--- config.mk ---
export PLATFORM = sky130hd
export DESIGN_NAME = uart_matrix_loader
export DESIGN_NICKNAME = d
export VERILOG_FILES = /design/src/rtl/matmul_pkg.sv /design/src/rtl/rx_byte_strobe.sv /design/src/rtl/uart_matrix_loader.sv
export SDC_FILE = /design/constraint.sdc
export NUM_CORES = 1
export LEC_CHECK = 0
export BUFFER_PORTS_ARGS = -buffer_cell sky130_fd_sc_hd__buf_2
export CAP_MARGIN = 20
export CORE_AREA = 2 2 56 58
export DETAILED_ROUTE_END_ITERATION = 8
export DIE_AREA = 0 0 58 60
export GPL_TIMING_DRIVEN = 0
export PLACE_DENSITY = 0.71
export SETUP_SLACK_MARGIN = 0.4
export SYNTH_ARGS = -nofsm -noshare
export SYNTH_HDL_FRONTEND = slang
export SYNTH_SLANG_ARGS = --single-unit
--- constraint.sdc ---
create_clock -name clk -period 1.5 [get_ports clk]
set_input_delay 0.15 -clock clk [delete_from_list [all_inputs] [get_ports clk]]
set_output_delay 0.15 -clock clk [all_outputs]
set_load 0.1 [all_outputs]
--- src/rtl/matmul_pkg.sv ---
`default_nettype none
// ============================================================================
//  Module      : matmul_pkg
//  Description : Shared constants for the UART matrix loader, the operand
//                buffers and the matrix-multiply core: matrix dimension,
//                element width, frame sync marker, inter-byte timeout and
//                the loader state encoding.
//  Revision    : 1.0  initial release
// ============================================================================
package matmul_pkg;

    localparam int          c_N         = 4;
    localparam int          c_DATA_W    = 8;
    localparam logic [7:0]  c_SYNC_BYTE = 8'hA5;
    localparam int          c_TIMEOUT   = 64;

    localparam int c_STATE_W = 3;
    typedef logic [c_STATE_W-1:0] state_t;

    localparam state_t c_ST_IDLE      = 3'd0;
    localparam state_t c_ST_LOAD_A    = 3'd1;
    localparam state_t c_ST_LOAD_B    = 3'd2;
    localparam state_t c_ST_START     = 3'd3;
    localparam state_t c_ST_WAIT_DONE = 3'd4;

endpackage : matmul_pkg
`default_nettype wire

--- src/rtl/rx_byte_strobe.sv ---
`default_nettype none
// ============================================================================
//  Module      : rx_byte_strobe
//  Description : Turns the UART receiver's multi-cycle rx_valid level into a
//                single-cycle byte strobe on its falling edge. The byte is
//                taken from the receiver in that same cycle.
//  Ports       : clk, rst        clock / synchronous active-high reset
//                i_rx_data       received byte
//                i_rx_valid      receiver byte-valid (level, >=2 cycles)
//                o_byte_stb      one-cycle strobe, rx_valid falling edge
//                o_byte          byte accompanying o_byte_stb
//  Revision    : 1.0  initial release
// ============================================================================
module rx_byte_strobe #(
    parameter int DATA_W = 8
) (
    input  logic              clk,
    input  logic              rst,
    input  logic [DATA_W-1:0] i_rx_data,
    input  logic              i_rx_valid,
    output logic              o_byte_stb,
    output logic [DATA_W-1:0] o_byte
);

    logic r_rx_valid_q;

    always_ff @(posedge clk) begin
        if (rst) begin
            r_rx_valid_q <= 1'b0;
        end else begin
            r_rx_valid_q <= i_rx_valid;
        end
    end

    // Falling edge gives exactly one strobe per high period, however long
    // the receiver holds rx_valid.
    assign o_byte_stb = r_rx_valid_q & ~i_rx_valid;
    assign o_byte     = i_rx_data;

endmodule : rx_byte_strobe
`default_nettype wire

--- src/rtl/uart_matrix_loader.sv ---
`default_nettype none
// ============================================================================
//  Module      : uart_matrix_loader
//  Description : Frame controller between the UART byte receiver and the
//                matrix-multiply core. Waits for a sync byte, writes N*N
//                bytes of A then N*N bytes of B into the operand buffers,
//                pulses mm_start and holds off new frames until mm_done.
//                An inter-byte timeout aborts partial frames.
//  Ports       : clk, rst        clock / synchronous active-high reset
//                rx_data/rx_valid  byte from UART receiver
//                mem_we_a/_b     write strobes for A / B operand buffers
//                mem_addr        row-major element address
//                mem_wdata       element data
//                mm_start        one-cycle multiplier start
//                mm_done         multiplier completion (pulse or level)
//                busy            high whenever not IDLE (combinational)
//                frame_err       one-cycle pulse on timeout abort
//                overrun         sticky, byte dropped during START/WAIT_DONE
//  Revision    : 1.0  initial release
// ============================================================================
module uart_matrix_loader
    import matmul_pkg::*;
#(
    parameter int                N         = c_N,
    parameter int                DATA_W    = c_DATA_W,
    parameter logic [DATA_W-1:0] SYNC_BYTE = DATA_W'(c_SYNC_BYTE),
    parameter int                TIMEOUT   = c_TIMEOUT,
    localparam int               ADDR_W    = $clog2(N*N)
) (
    input  logic              clk,
    input  logic              rst,
    input  logic [DATA_W-1:0] rx_data,
    input  logic              rx_valid,
    output logic              mem_we_a,
    output logic              mem_we_b,
    output logic [ADDR_W-1:0] mem_addr,
    output logic [DATA_W-1:0] mem_wdata,
    output logic              mm_start,
    input  logic              mm_done,
    output logic              busy,
    output logic              frame_err,
    output logic              overrun
);

    localparam int                TMO_W      = $clog2(TIMEOUT);
    localparam logic [ADDR_W-1:0] c_IDX_LAST = ADDR_W'(N*N-1);
    localparam logic [TMO_W-1:0]  c_TMO_LAST = TMO_W'(TIMEOUT-1);

    // ------------------------------------------------------------------
    // Byte strobe
    // ------------------------------------------------------------------
    logic              w_stb;
    logic [DATA_W-1:0] w_byte;

    rx_byte_strobe #(
        .DATA_W (DATA_W)
    ) u_rx_byte_strobe (
        .clk        (clk),
        .rst        (rst),
        .i_rx_data  (rx_data),
        .i_rx_valid (rx_valid),
        .o_byte_stb (w_stb),
        .o_byte     (w_byte)
    );

    // ------------------------------------------------------------------
    // Registers
    // ------------------------------------------------------------------
    state_t            r_state;
    state_t            w_state_nxt;
    logic [ADDR_W-1:0] r_idx;
    logic [TMO_W-1:0]  r_tmo;
    logic              r_mem_we_a;
    logic              r_mem_we_b;
    logic [ADDR_W-1:0] r_mem_addr;
    logic [DATA_W-1:0] r_mem_wdata;
    logic              r_mm_start;
    logic              r_frame_err;
    logic              r_overrun;

    // ------------------------------------------------------------------
    // Decodes
    // ------------------------------------------------------------------
    logic w_loading;
    logic w_sync_hit;
    logic w_idx_last;
    logic w_tmo_expire;
    logic w_drop;

    assign w_loading    = (r_state == c_ST_LOAD_A) || (r_state == c_ST_LOAD_B);
    assign w_sync_hit   = (r_state == c_ST_IDLE) && w_stb && (w_byte == SYNC_BYTE);
    assign w_idx_last   = (r_idx == c_IDX_LAST);
    // A byte landing on the last timeout cycle wins over the abort.
    assign w_tmo_expire = w_loading && !w_stb && (r_tmo == c_TMO_LAST);
    assign w_drop       = w_stb && ((r_state == c_ST_START) || (r_state == c_ST_WAIT_DONE));

    // ------------------------------------------------------------------
    // State register
    // ------------------------------------------------------------------
    always_ff @(posedge clk) begin
        if (rst) begin
            r_state <= c_ST_IDLE;
        end else begin
            r_state <= w_state_nxt;
        end
    end

    // ------------------------------------------------------------------
    // Next-state logic
    // ------------------------------------------------------------------
    always_comb begin
        w_state_nxt = r_state;
        case (r_state)
            c_ST_IDLE: begin
                if (w_sync_hit) w_state_nxt = c_ST_LOAD_A;
            end
            c_ST_LOAD_A: begin
                if (w_stb && w_idx_last) w_state_nxt = c_ST_LOAD_B;
                else if (w_tmo_expire)   w_state_nxt = c_ST_IDLE;
            end
            c_ST_LOAD_B: begin
                if (w_stb && w_idx_last) w_state_nxt = c_ST_START;
                else if (w_tmo_expire)   w_state_nxt = c_ST_IDLE;
            end
            c_ST_START: begin
                w_state_nxt = c_ST_WAIT_DONE;
            end
            c_ST_WAIT_DONE: begin
                if (mm_done) w_state_nxt = c_ST_IDLE;
            end
            default: begin
                w_state_nxt = c_ST_IDLE;
            end
        endcase
    end

    // ------------------------------------------------------------------
    // Output decode (next values of the registered outputs, plus busy)
    // ------------------------------------------------------------------
    logic w_we_a_nxt;
    logic w_we_b_nxt;
    logic w_mm_start_nxt;

    always_comb begin
        w_we_a_nxt     = (r_state == c_ST_LOAD_A) && w_stb;
        w_we_b_nxt     = (r_state == c_ST_LOAD_B) && w_stb;
        w_mm_start_nxt = (r_state == c_ST_START);
        busy           = (r_state != c_ST_IDLE);
    end

    // ------------------------------------------------------------------
    // Datapath, counters and registered outputs
    // ------------------------------------------------------------------
    always_ff @(posedge clk) begin
        if (rst) begin
            r_idx       <= '0;
            r_tmo       <= '0;
            r_mem_we_a  <= 1'b0;
            r_mem_we_b  <= 1'b0;
            r_mem_addr  <= '0;
            r_mem_wdata <= '0;
            r_mm_start  <= 1'b0;
            r_frame_err <= 1'b0;
            r_overrun   <= 1'b0;
        end else begin
            r_mem_we_a  <= w_we_a_nxt;
            r_mem_we_b  <= w_we_b_nxt;
            r_mm_start  <= w_mm_start_nxt;
            r_frame_err <= w_tmo_expire;

            // Address/data hold between strobes; only the strobes qualify.
            if (w_we_a_nxt || w_we_b_nxt) begin
                r_mem_addr  <= r_idx;
                r_mem_wdata <= w_byte;
            end

            // Element index: parked at 0 outside loading, wraps between A and B.
            if (!w_loading) begin
                r_idx <= '0;
            end else if (w_stb) begin
                r_idx <= w_idx_last ? '0 : r_idx + 1'b1;
            end

            // Inter-byte timer: zero outside loading and on every byte.
            if (!w_loading || w_stb) begin
                r_tmo <= '0;
            end else if (r_tmo != c_TMO_LAST) begin
                r_tmo <= r_tmo + 1'b1;
            end

            if (w_sync_hit) begin
                r_overrun <= 1'b0;
            end else if (w_drop) begin
                r_overrun <= 1'b1;
            end
        end
    end

    assign mem_we_a  = r_mem_we_a;
    assign mem_we_b  = r_mem_we_b;
    assign mem_addr  = r_mem_addr;
    assign mem_wdata = r_mem_wdata;
    assign mm_start  = r_mm_start;
    assign frame_err = r_frame_err;
    assign overrun   = r_overrun;

endmodule : uart_matrix_loader
`default_nettype wire
Word-level counts from Yosys, hierarchy flattened
Index checks and enable logic that the tools add are counted.

Flip-flop bits (word level): 31. Latch bits: 0. RAM bits: 0. Memory bits (read-only): 0. Input bits: 12. Output and inout port bits: 18. Word-level logic and storage cells: 53. Memories kept: 0.

$add $sub $neg: 2. $mul: 0. Div/mod/pow operators: 0. $lt $le $gt $ge: 0. Equal/unequal tests: 10. Shifts and indexed selects: 0. Mux-type cells: 7. Bitwise operators: 3. Reduce and logical (&&, ||, !) cells: 20.

Operator list (count): 3-bit two-way mux (5); 3-bit case mux with 5 select lines (1); 8-bit == test, second input constant (1); 1-bit logical AND (8); 6-bit by 1-bit adder with 6-bit output, second input constant (1); 3-bit by 2-bit == test with 1-bit output, second input constant (2); 6-bit == test, second input constant (1); 6-bit inequality test, second input constant (1); 2-bit OR reduction (3); 4-bit by 1-bit adder with 4-bit output, second input constant (1); 4-bit == test, second input constant (1); 1-bit logical OR (4); 4-bit two-way mux (1); 2-bit inequality test, second input constant (2); 3-bit by 1-bit == test with 1-bit output, second input constant (1); 3-bit == test, second input constant (1); 3-bit zero test (1); 3-bit nonzero test (1); 1-bit zero test (2); 1-bit inverter (2); 2-bit AND reduction (1); 1-bit bitwise AND (1).

Logic depth before layout (Yosys ltp)
Gate-level depths: netlist (run 1).

Depth after elaboration: 8. Mapped depth: 7. Mapped depth without buffers: 5.

By module
From an unflattened synthesis (run 1), not the netlist that was laid out.

Cells, all modules: 158. Area, all modules: 1406.3 µm².

By module, submodules not included: uart_matrix_loader (instances 1, cells each 147, area an instance 1311.3 µm², seq. area each 600.6 µm²); rx_byte_strobe (instances 1, cells each 11, area an instance 95.1 µm², seq. area each 20.0 µm²).

Least setup slack after synthesis (run 1)
Ideal clock, no wire load.

Path type: flip-flop to flip-flop. Start: reg u_rx_byte_strobe.r_rx_valid_q. End: reg r_mem_addr[0] (netlist: mem_addr[0]). Setup time: 128 ps. Data arrival time: 1341 ps. Required time: 1372 ps. Slack: 31 ps. Cell stages (with the launch flop): 7. Path buffers: 2. Period minus slack after synthesis: 1469 ps. Cells stage by stage: dfxtp_1 or2b_1 or3_1 buf_2 buf_6 mux2i_1 nor2_1.

Longest elaborated chain between the ends: 3. Elaborated cells on any way between the ends: 4. Classes of those cells: bitwise: 1; reduce/logical: 3.

Ends and longest elaborated chain: from (decl) (RTL line rx_byte_strobe.sv:25) `logic r_rx_valid_q;`; from (signal assigned) (RTL line rx_byte_strobe.sv:31) `r_rx_valid_q <= i_rx_valid;`; 1-bit bitwise AND * (RTL line rx_byte_strobe.sv:37) `assign o_byte_stb = r_rx_valid_q & ~i_rx_valid;`; 1-bit logical AND (on tied branches) (RTL line uart_matrix_loader.sv:145, uart_matrix_loader.sv:146); 1-bit logical OR * (RTL line uart_matrix_loader.sv:172) `if (w_we_a_nxt || w_we_b_nxt) begin`; to (signal assigned) (RTL line uart_matrix_loader.sv:173) `r_mem_addr <= r_idx;`; to (decl) (RTL line uart_matrix_loader.sv:75) `logic [ADDR_W-1:0] r_mem_addr;`.

Mark *: on every way between the ends. The rest lies on a longest branch, timed or not. A chain may end at the register's enable or synchronous reset.

Worst setup path after layout (run 1)
Start: reg r_state[0]. End: reg r_mem_addr[2] (netlist: mem_addr[2]).

Longest elaborated chain between the ends: 3. Elaborated cells on any way between the ends: 5. Classes of those cells: eq/ne: 2; reduce/logical: 3.

Ends and longest elaborated chain: from (decl) (RTL line uart_matrix_loader.sv:69) `state_t r_state;`; from (signal assigned) (RTL line uart_matrix_loader.sv:102) `r_state <= c_ST_IDLE;`; from (signal assigned) (RTL line uart_matrix_loader.sv:104) `r_state <= w_state_nxt;`; 3-bit by 1-bit == test with 1-bit output or 3-bit by 2-bit == test with 1-bit output (tied branches) (RTL line uart_matrix_loader.sv:145, uart_matrix_loader.sv:146); 1-bit logical AND (on tied branches) (RTL line uart_matrix_loader.sv:145, uart_matrix_loader.sv:146); 1-bit logical OR * (RTL line uart_matrix_loader.sv:172).

Marks and branches as above.

==> impl_metrics.py, run 1 <==
metrics = {
    "pwr": {
        "p_total_mw": 1.44,
        "leakage_nw": 0.925,
        "p_sw_share_pct": 21.8,
        "switchingPower_mw": 0.314,
        "p_seq_share_pct": 57.1,
        "power_density_mw_per_mm2": 674,
        "pwr-share-comb_pct": 4.0,
        "p_int_mw": 1.13,
        "peakVddDrop_v": 0.000627,
        "clkPwrFrac_pct": 39.0,
    },
    "grt": {
        "antenna_found_initial": 0,
        "grt_pass1_wl_mm": 4.99,
        "grt_use_total_pct": 19.2,
        "grt_pass1_vias": 1157,
        "grt_max_degree": 11,
        "grt_remaining_overflow": 0,
    },
    "timing": {
        "fin_tns_setup_ps": -964,
        "setup_viol": 13,
        "fin_crit_sh_pct": 107,
        "min_period_ps": 1610,
        "fmax_mhz": 620,
        "hold_viol_final": 0,
        "finalWorstSetupSlack_ps": -112,
        "worst_pin_slew_ps": 446,
        "rsz0062_at_grt": "yes",
        "skew_ps": 20.4,
        "slew_headroom_pct": 70.2,
        "slew_violations": 0,
    },
    "floorplan": {
        "die_area_mm2": 0.00348,
        "core_mm2": 0.00290,
        "start_util_pct": 43.0,
        "die_y_um": 60,
        "fp.dieW_um": 58,
        "io_pins": 30,
        "rows": 20,
    },
    "cells_and_area": {
        "fill_cells": 204,
        "area_growth_pct": 71.2,
        "final_nets": 198,
        "final_area_mm2": 0.00214,
        "drive_gt1_share_pct": 56.8,
        "layout_common_cells": "18 x buf_6, 18 x nor2_1, 16 x dfxtp_2, 14 x mux2i_1",
        "n_antenna_cell": 0,
    },
    "cts": {
        "cts_tree": "yes",
        "clkLatencyLatePin_ps": 340,
        "clkTransAtPathRegs_ps": 110,
        "cts_buffers": 5,
        "ctsHoldBuffers": 0,
        "cts.sinks": 31,
        "max-clock-path-buffers": 2,
        "htreeDepth": 2,
        "root_buffer": "clkbuf_4",
    },
    "route": {
        "drtPass1Iterations": 4,
        "via_count": 1147,
        "drt-total-wl_mm": 3.32,
        "viasPerCell": 5.26,
        "ant_nets": 0,
        "wl_per_cell_um": 15.2,
        "initialDrtViolationCount": 36,
        "drc": 0,
    },
    "critical_path": {
        "worst-setup-path-type": "register to register",
        "path_max_fanout": 3,
        "worst_setup_path_end_kind": "register",
        "critPathSlowestCell": "or3_4",
        "slowest_delay_ps": 370,
        "crit_chain": "buf_6, xnor2_4, or3_4, buf_6, buf_4, mux2i_1, nor2_1",
        "r2r_end": "mem_addr[2]",
        "reg2reg_from": "r_state[0]",
        "cp.arrival_ps": 1810,
        "worstPathRequired_ps": 1700,
        "r2r_slack_ps": -110,
        "rr_worst_depth": 7,
        "start_kind": "register",
        "crit_top_cell": "buf_6",
    },
    "logic_synthesis": {
        "ys_types": 29,
        "synth_cells": 130,
        "synth.cell_area_mm2": 0.00125,
        "yosysTopAreaCellShare_pct": 49.7,
        "synthArstFlopShare_pct": 0,
        "synth_fp_nets": 144,
        "synth_area_leaders": "dfxtp_1 50%, mux2i_1 11%, nor2_1 6.6%",
        "synth_seq_cells": 31,
        "synth.largest_area_cell": "dfxtp_1",
        "ys_warn_count": 0,
        "avgSynthCellArea_um2": 9.60,
        "ys.flop_type": "dfxtp_1",
        "synth_edf_count": 0,
        "yosysSeqAreaShare_pct": 49.7,
    },
    "place": {
        "io_buffers": 28,
        "place_ws_ps": -107,
        "gp_congestion": 0.705,
        "hpwlAfterDp_mm": 1.74,
        "place_area_mm2": 0.00148,
    },
    "run": {
        "max_cap_viol_count": 0,
    },
    "hold_path": {
        "hold_end": "mem_wdata[7]",
        "hold_path.class": "input port to register",
        "hold_depth": 3,
        "hold_path_startpoint": "rx_data[7]",
    },
    "outcome": {
        "outcome": "finished, violations left",
        "violations": "setup timing",
    },
}
[power by group through the flow]
stage	Clock [mW]	Combinational [mW]	Sequential (mW)
after floorplan	0	0.0183	0.843
after global placement	0	0.0373	0.843
after detailed placement	0	0.0383	0.843
after CTS	0.566	0.0465	0.821
after global routing	0.608	0.0615	0.821
final	0.561	0.0572	0.821
[synth_stat cells, types with 2 or more instances]
cell      number
a21oi_1        9
a311oi_1       2
and3_1         2
buf_2          2
buf_4          2
clkbuf_1       2
dfxtp_1       31
ha_1           2
inv_1          2
mux2i_1       14
nand2_1        8
nand3_1        3
nand3b_1       2
nand4_1        2
nor2_1        22
nor2b_1        2
nor3_1         2
nor4bb_1       2
o21ai_0        2
or2b_1         2
or3_1          4
xnor2_1        4
[cell type report]
type | count | area, um^2 | area share [%]
inverters | 2 | 7.51 | 0.351
clock buffers | 8 | 68.8 | 3.22
repair buffers | 47 | 548 | 25.7
well taps | 33 | 41.3 | 1.93
plain buffers | 7 | 72.6 | 3.40
flip-flops and latches | 31 | 648 | 30.3
multi-input cells | 90 | 749 | 35.1
[metrics by stage]
stage,util [%],instances,hold slack [ps]
after floorplan,-,130,278
after global routing,73.6,218,64.1
after global placement,50.9,191,390
after detailed placement,50.9,191,396
final,73.6,218,72.1
after CTS,64.4,212,52.9
[worst max-delay path by stage]
stage                                        startpoint            to  slack, ps  cells after the start
final                                        r_state[0]   mem_addr[2]       -110                      7
after global routing                         r_state[0]   mem_addr[2]       -140                      7
after CTS                 u_rx_byte_strobe.r_rx_valid_q   mem_addr[3]        -50                      6
after detailed placement  u_rx_byte_strobe.r_rx_valid_q   mem_addr[3]       -110                      6
after global placement    u_rx_byte_strobe.r_rx_valid_q  mem_wdata[3]        -80                      6
after floorplan           u_rx_byte_strobe.r_rx_valid_q   mem_addr[0]         30                      6
[metal layers]
metal | vias up | share of wire (%) | GRT usage [%]
li1 | 559 | - | -
met1 | 538 | 39 | 21.2
met2 | 40 | 54 | 33.1
met3 | 10 | 6.0 | 7.79
met4 | 0 | 1.3 | 7.31
met5 | - | 0 | 0
[logic make-up after synthesis]
logic type | Yosys count | share of synthesized area (%)
buffers and inverters | 9 | 4.11
AOI/OAI and AO/OA | 15 | 7.42
adders and majority gates | 2 | 2.01
xor gates and xnor gates | 5 | 3.51
muxes | 14 | 11.2
and+or+nand+nor | 54 | 22.0
DFF | 31 | 49.7
[sequential cells by signal, indices dropped and copies added, names as in the netlist]
name,count
frame_err,1
mem_addr,4
mem_wdata,8
r_tmo,6
mem_we_a,1
mem_we_b,1
r_state,3
u_rx_byte_strobe.r_rx_valid_q,1
mm_start,1
r_idx,4
overrun,1
[critical path, delay by kind of cell (launching register included)]
family                    cells  cell delay (ps)
xor gates and xnor gates      1              140
muxes                         1              170
buffers and inverters         3              400
DFF                           1              330
and+or+nand+nor               2              440
[timing repair]
item,4_1_cts,5_1_grt
setup endpoints to repair,42,44
setup buffers,13,5
cloned,0,1
pin swaps,16,13
resized for setup,65,53
(Power assumes the default switching activity.)
==> inputs of run 2 (changes only) <==
--- a/config.mk
+++ b/config.mk
@@ -5,13 +5,14 @@
 export SDC_FILE = /design/constraint.sdc
 export NUM_CORES = 1
 export LEC_CHECK = 0
+export ABC_AREA = 1
 export BUFFER_PORTS_ARGS = -buffer_cell sky130_fd_sc_hd__buf_2
 export CAP_MARGIN = 20
 export CORE_AREA = 2 2 56 58
 export DETAILED_ROUTE_END_ITERATION = 8
 export DIE_AREA = 0 0 58 60
 export GPL_TIMING_DRIVEN = 0
-export PLACE_DENSITY = 0.71
+export PLACE_DENSITY = 0.72
 export SETUP_SLACK_MARGIN = 0.4
 export SYNTH_ARGS = -nofsm -noshare
 export SYNTH_HDL_FRONTEND = slang
==> impl_metrics.py, run 2 <==
metrics = {
    "logic_synthesis": {
        "synth-simple-area-share_pct": 28.0,
        "synth_top_family_by_area": "simple AND/OR/NAND/NOR gates",
        "synthMuxAreaShare_pct": 0,
        "yosysSeqAreaShare_pct": 48.6,
        "yosysTopAreaCellShare_pct": 48.6,
        "yosysMostFrequentCell": "nor2_1",
        "synth.cell_area_mm2": 0.00128,
        "synth.largest_area_cell": "dfxtp_1",
        "ys_top_cells_by_count": "32 x nor2_1, 31 x dfxtp_1, 18 x nand2_1",
        "synthArstFlopShare_pct": 0,
        "ys_warn_count": 0,
        "synth-adder-area-share_pct": 1.96,
        "synth_xor_area_share_pct": 2.74,
        "ys_types": 26,
        "synth_seq_cells": 31,
        "synth_area_leaders": "dfxtp_1 49%, nor2_1 9.4%, nand2_1 5.3%",
        "synth_fp_nets": 174,
        "synth_edf_count": 0,
        "ys.flop_type": "dfxtp_1",
        "synth-compound-area-share_pct": 11.4,
        "avgSynthCellArea_um2": 7.98,
        "synth_cells": 160,
    },
    "timing": {
        "rsz0062_at_grt": "yes",
        "slew_violations": 0,
        "hold_viol_final": 0,
        "holdWs_ps": 38.2,
        "worst_pin_slew_ps": 649,
        "slew_headroom_pct": 56.7,
        "setup_viol": 0,
        "fin_crit_sh_pct": 86.7,
        "fin_tns_setup_ps": 0,
        "min_period_ps": 1300,
        "fmax_mhz": 769,
        "finalWorstSetupSlack_ps": 199,
        "skew_ps": 20.1,
    },
    "hold_path": {
        "hold_depth": 3,
        "hold_path.class": "input port to register",
    },
    "floorplan": {
        "fp.dieW_um": 58,
        "start_util_pct": 44.0,
        "io_pins": 30,
        "core_mm2": 0.00290,
        "die_area_mm2": 0.00348,
        "die_y_um": 60,
        "rows": 20,
    },
    "grt": {
        "grt_pass1_vias": 1211,
        "antenna_found_initial": 0,
        "grt_remaining_overflow": 0,
        "grt_max_degree": 11,
        "grt_pass1_wl_mm": 5.13,
        "grt_use_total_pct": 20.2,
    },
    "cts": {
        "max-clock-path-buffers": 2,
        "root_buffer": "clkbuf_4",
        "cts_tree": "yes",
        "cts_buffers": 5,
        "clkLatencyLatePin_ps": 340,
        "htreeDepth": 2,
        "cts.sinks": 31,
        "clkTransAtPathRegs_ps": 100,
        "ctsHoldBuffers": 0,
    },
    "critical_path": {
        "worstPathRequired_ps": 1350,
        "worst-setup-path-type": "register to primary output",
        "rr_worst_depth": 10,
        "start_kind": "register",
        "path_max_fanout": 5,
        "cp.arrival_ps": 1150,
        "worst_setup_path_end_kind": "primary output",
    },
    "place": {
        "hpwlAfterDp_mm": 2.00,
        "gp_congestion": 0.761,
        "io_buffers": 29,
        "place_ws_ps": 116,
    },
    "cells_and_area": {
        "final_nets": 226,
        "layout_common_cells": "23 x nor2_1, 21 x buf_6, 17 x dfxtp_2, 14 x nand2_1, 12 x buf_4",
        "final_util_pct": 71.0,
        "largest_reg_flops": 8,
        "layout_commonest_cell": "nor2_1",
        "n_antenna_cell": 0,
        "area_growth_pct": 61.3,
        "drive_gt1_share_pct": 61.5,
    },
    "route": {
        "via_count": 1244,
        "drtPass1Iterations": 4,
        "viasPerCell": 5.06,
        "drc": 0,
        "ant_nets": 0,
        "initialDrtViolationCount": 34,
        "drt-total-wl_mm": 3.46,
        "wl_per_cell_um": 14.0,
    },
    "run": {
        "max_cap_viol_count": 0,
    },
    "pwr": {
        "p_total_mw": 1.36,
        "power_density_mw_per_mm2": 661,
        "leakage_nw": 0.801,
        "peakVddDrop_v": 0.000550,
    },
    "outcome": {
        "outcome": "finished clean",
    },
}
## run 2: cell types whose count changed after synthesis, moves of 5 or more
| cell | before | now |
|---|---|---|
| mux2i_1 | 14 | 0 |
| inv_1 | 2 | 12 |
| nand2_1 | 8 | 18 |
| nor2_1 | 22 | 32 |
| nor3_1 | 2 | 7 |
| o21ai_0 | 2 | 12 |
## run 2: worst paths after layout
path                      from                       endpoint  slack, ps
hold reg to reg   mem_wdata[5]                   mem_wdata[5]        490
hold / removal        rx_valid  u_rx_byte_strobe.r_rx_valid_q         40
setup / recovery    r_state[1]                           busy        200
setup reg to reg      r_tmo[0]                     r_state[0]        220
## run 2: power by group
group / switching, mW / internal (mW) / total [mW]
sequential: 0.000665 / 0.816 / 0.817
combinational: 0.0416 / 0.0295 / 0.0710
clock: 0.292 / 0.182 / 0.475
total: 0.335 / 1.03 / 1.36
## run 2: cell type report
cell class	count	area [um^2]
plain buffers	4	41.3
clock buffers	7	45.0
clock inverters	1	5.00
fillers	198	842
inverters	16	85.1
multi-input cells	109	772
flip-flops and latches	31	657
well taps	33	41.3
repair buffers	45	414
## run 2: cell families (layout without fill, tap and decap cells)
family / Yosys count / after routing
and+or+nand+nor: 76 / 76
adders and majority gates: 2 / 2
AOI/OAI and AO/OA: 27 / 27
xor gates and xnor gates: 4 / 4
buffers and inverters: 20 / 73
DFF: 31 / 31
## run 2: repair_timing
item | CTS | global route
cloned | 1 | 1
endpoints found under the setup margin | 44 | 30
gates resized for setup | 78 | 44
pin swaps | 10 | 17
buffers inserted | 11 | 3
## run 2: critical path, cell delays in order (launching register included)
cell and delay, ps:
dfxtp_4 380, nor2_4 170, nand2_4 80, buf_8 170
## run 2: routing by layer
layer,vias to the layer above,share of wire [%],GRT usage (%)
met1,591,40,21.4
li1,625,-,-
met3,7,3.8,7.79
met4,0,2.0,9.97
met2,21,54,35.2
met5,-,0,0
## run 2: stage by stage
| step | area, um^2 | instances |
|---|---|---|
| finish | 2060 | 246 |
| global placement | 1510 | 222 |
| floorplan | 1330 | 160 |
| CTS | 1860 | 242 |
| global route | 2060 | 246 |
| detailed placement | 1510 | 222 |
==> inputs of run 3 (changes only) <==
--- a/config.mk
+++ b/config.mk
@@ -12,7 +12,7 @@
 export DETAILED_ROUTE_END_ITERATION = 8
 export DIE_AREA = 0 0 58 60
 export GPL_TIMING_DRIVEN = 0
-export PLACE_DENSITY = 0.72
+export PLACE_DENSITY = 0.71
 export SETUP_SLACK_MARGIN = 0.4
 export SYNTH_ARGS = -nofsm -noshare
 export SYNTH_HDL_FRONTEND = slang
==> impl_metrics.py, run 3 (synthesized netlist as in run 2, its figures left out) <==
metrics = {
    "cts": {
        "clkTransAtPathRegs_ps": 90,
        "clkLatencyLatePin_ps": 330,
        "root_buffer": "clkbuf_4",
        "cts_buffers": 5,
        "ctsHoldBuffers": 0,
        "cts_tree": "yes",
        "cts.sinks": 31,
        "htreeDepth": 2,
        "max-clock-path-buffers": 2,
    },
    "cells_and_area": {
        "multi_input_area_um2": 691,
        "final_nets": 231,
        "drive_gt1_share_pct": 54.1,
        "area_growth_pct": 56.4,
        "largest_reg_flops": 8,
        "layout_commonest_cell": "nor2_1",
        "fill_cells": 211,
        "n_antenna_cell": 0,
        "seq_area_um2": 654,
        "layout_common_cells": "29 x nor2_1, 23 x buf_6, 18 x dfxtp_2, 18 x buf_4, 14 x nand2_1",
    },
    "critical_path": {
        "start_kind": "register",
        "worst_setup_path_end_kind": "primary output",
        "worstPathRequired_ps": 1350,
        "worst-setup-path-type": "register to primary output",
        "slowest_delay_ps": 380,
        "crit_chain": "nor2_4, nand2_4, buf_12",
        "cp.arrival_ps": 1120,
        "path_max_fanout": 5,
        "critPathSlowestCell": "dfxtp_4",
    },
    "floorplan": {
        "rows": 20,
        "start_util_pct": 44.0,
        "die_area_mm2": 0.00348,
        "io_pins": 30,
        "die_y_um": 60,
        "core_mm2": 0.00290,
        "fp.dieW_um": 58,
    },
    "timing": {
        "skew_ps": 7.07,
        "hold_viol_final": 0,
        "fin_crit_sh_pct": 84.7,
        "min_period_ps": 1270,
        "setup_viol": 0,
        "fin_tns_setup_ps": 0,
        "holdWs_ps": 53.4,
        "slew_headroom_pct": 75.1,
        "rsz0062_at_grt": "yes",
        "worst_pin_slew_ps": 374,
        "fmax_mhz": 787,
        "slew_violations": 0,
    },
    "place": {
        "io_buffers": 29,
        "gp_congestion": 0.755,
        "hpwlAfterDp_mm": 1.97,
    },
    "outcome": {
        "outcome": "finished clean",
    },
    "route": {
        "viasPerCell": 5.01,
        "drtPass1Iterations": 4,
        "initialDrtViolationCount": 36,
        "wl_per_cell_um": 13.2,
        "drc": 0,
        "ant_nets": 0,
        "drt-total-wl_mm": 3.30,
        "via_count": 1257,
    },
    "grt": {
        "grt_remaining_overflow": 0,
        "grt_pass1_wl_mm": 4.75,
        "grt_pass1_vias": 1081,
        "antenna_found_initial": 0,
        "grt_use_total_pct": 18.7,
        "grt_max_degree": 11,
    },
    "pwr": {
        "power_density_mw_per_mm2": 711,
        "peakVddDrop_v": 0.000740,
        "leakage_nw": 0.793,
    },
    "run": {
        "max_cap_viol_count": 0,
    },
    "hold_path": {
        "hold_path.class": "input port to register",
    },
}
-- run 3: cell types whose count changed in the layout (fill, tap and decap cells not counted), moves of 5 or more --
| cell | delta |
|---|---|
| o21ai_2 | -10 |
| o21ai_1 | +9 |
| buf_4 | +6 |
| nor2_1 | +6 |
| nor2_2 | -5 |
-- run 3: repair_timing --
item / CTS / global route
setup endpoints to repair: 45 / 32
buffers inserted: 13 / 7
endpoints found under the hold margin: 0 / 0
pin swaps: 13 / 13
cloned: 1 / 0
gates resized for setup: 56 / 35
-- run 3: final cells by class --
cell class	instances	area share [%]
plain buffers	4	1.88
clock buffers	8	3.44
inverters	16	3.51
multi-input cells	109	34.6
flip-flops and latches	31	32.7
well taps	33	2.07
repair buffers	50	21.8
-- run 3: power by group --
group	total [mW]	leakage (nW)	switching [mW]	internal, mW
clock network	0.541	0.0386	0.265	0.276
logic	0.0611	0.493	0.0345	0.0267
registers	0.819	0.261	0.000647	0.818
-- run 3: routing by layer --
metal	up-vias	track usage [%]	routed length [um]
li1	636	-	-
met3	4	6.49	125
met5	-	0	0
met1	591	20.5	1310
met2	26	32.8	1830
met4	0	7.97	38
-- run 3: path summary, 6_finish.rpt --
check               start                       endpoint  slack [ps]  cells past startpoint
max            r_state[1]                           busy         230                      3
min              rx_valid  u_rx_byte_strobe.r_rx_valid_q          50                      3
max reg2reg    r_state[1]                   mem_wdata[2]         230                      8
min reg2reg  mem_wdata[4]                   mem_wdata[4]         500                      2
-- run 3: metrics by stage --
step / instance area, um^2 / power [mW] / std cells / utilization, % / setup slack, ps
floorplan: 1330 / 0.869 / 160 / - / 261
global placement: 1510 / 0.892 / 222 / 52.1 / 170
detailed placement: 1510 / 0.893 / 222 / 52.1 / 135
CTS: 1850 / 1.45 / 244 / 63.7 / 258
global route: 2000 / 1.48 / 251 / 68.8 / 162
finish: 2000 / 1.42 / 251 / 68.8 / 229
-- run 3: worst max-delay path, delay by kind of cell, from the launching register on --
family / cells / cell delay [ps]
buf+inv: 1 / 170
simple gates: 2 / 240
flops: 1 / 380
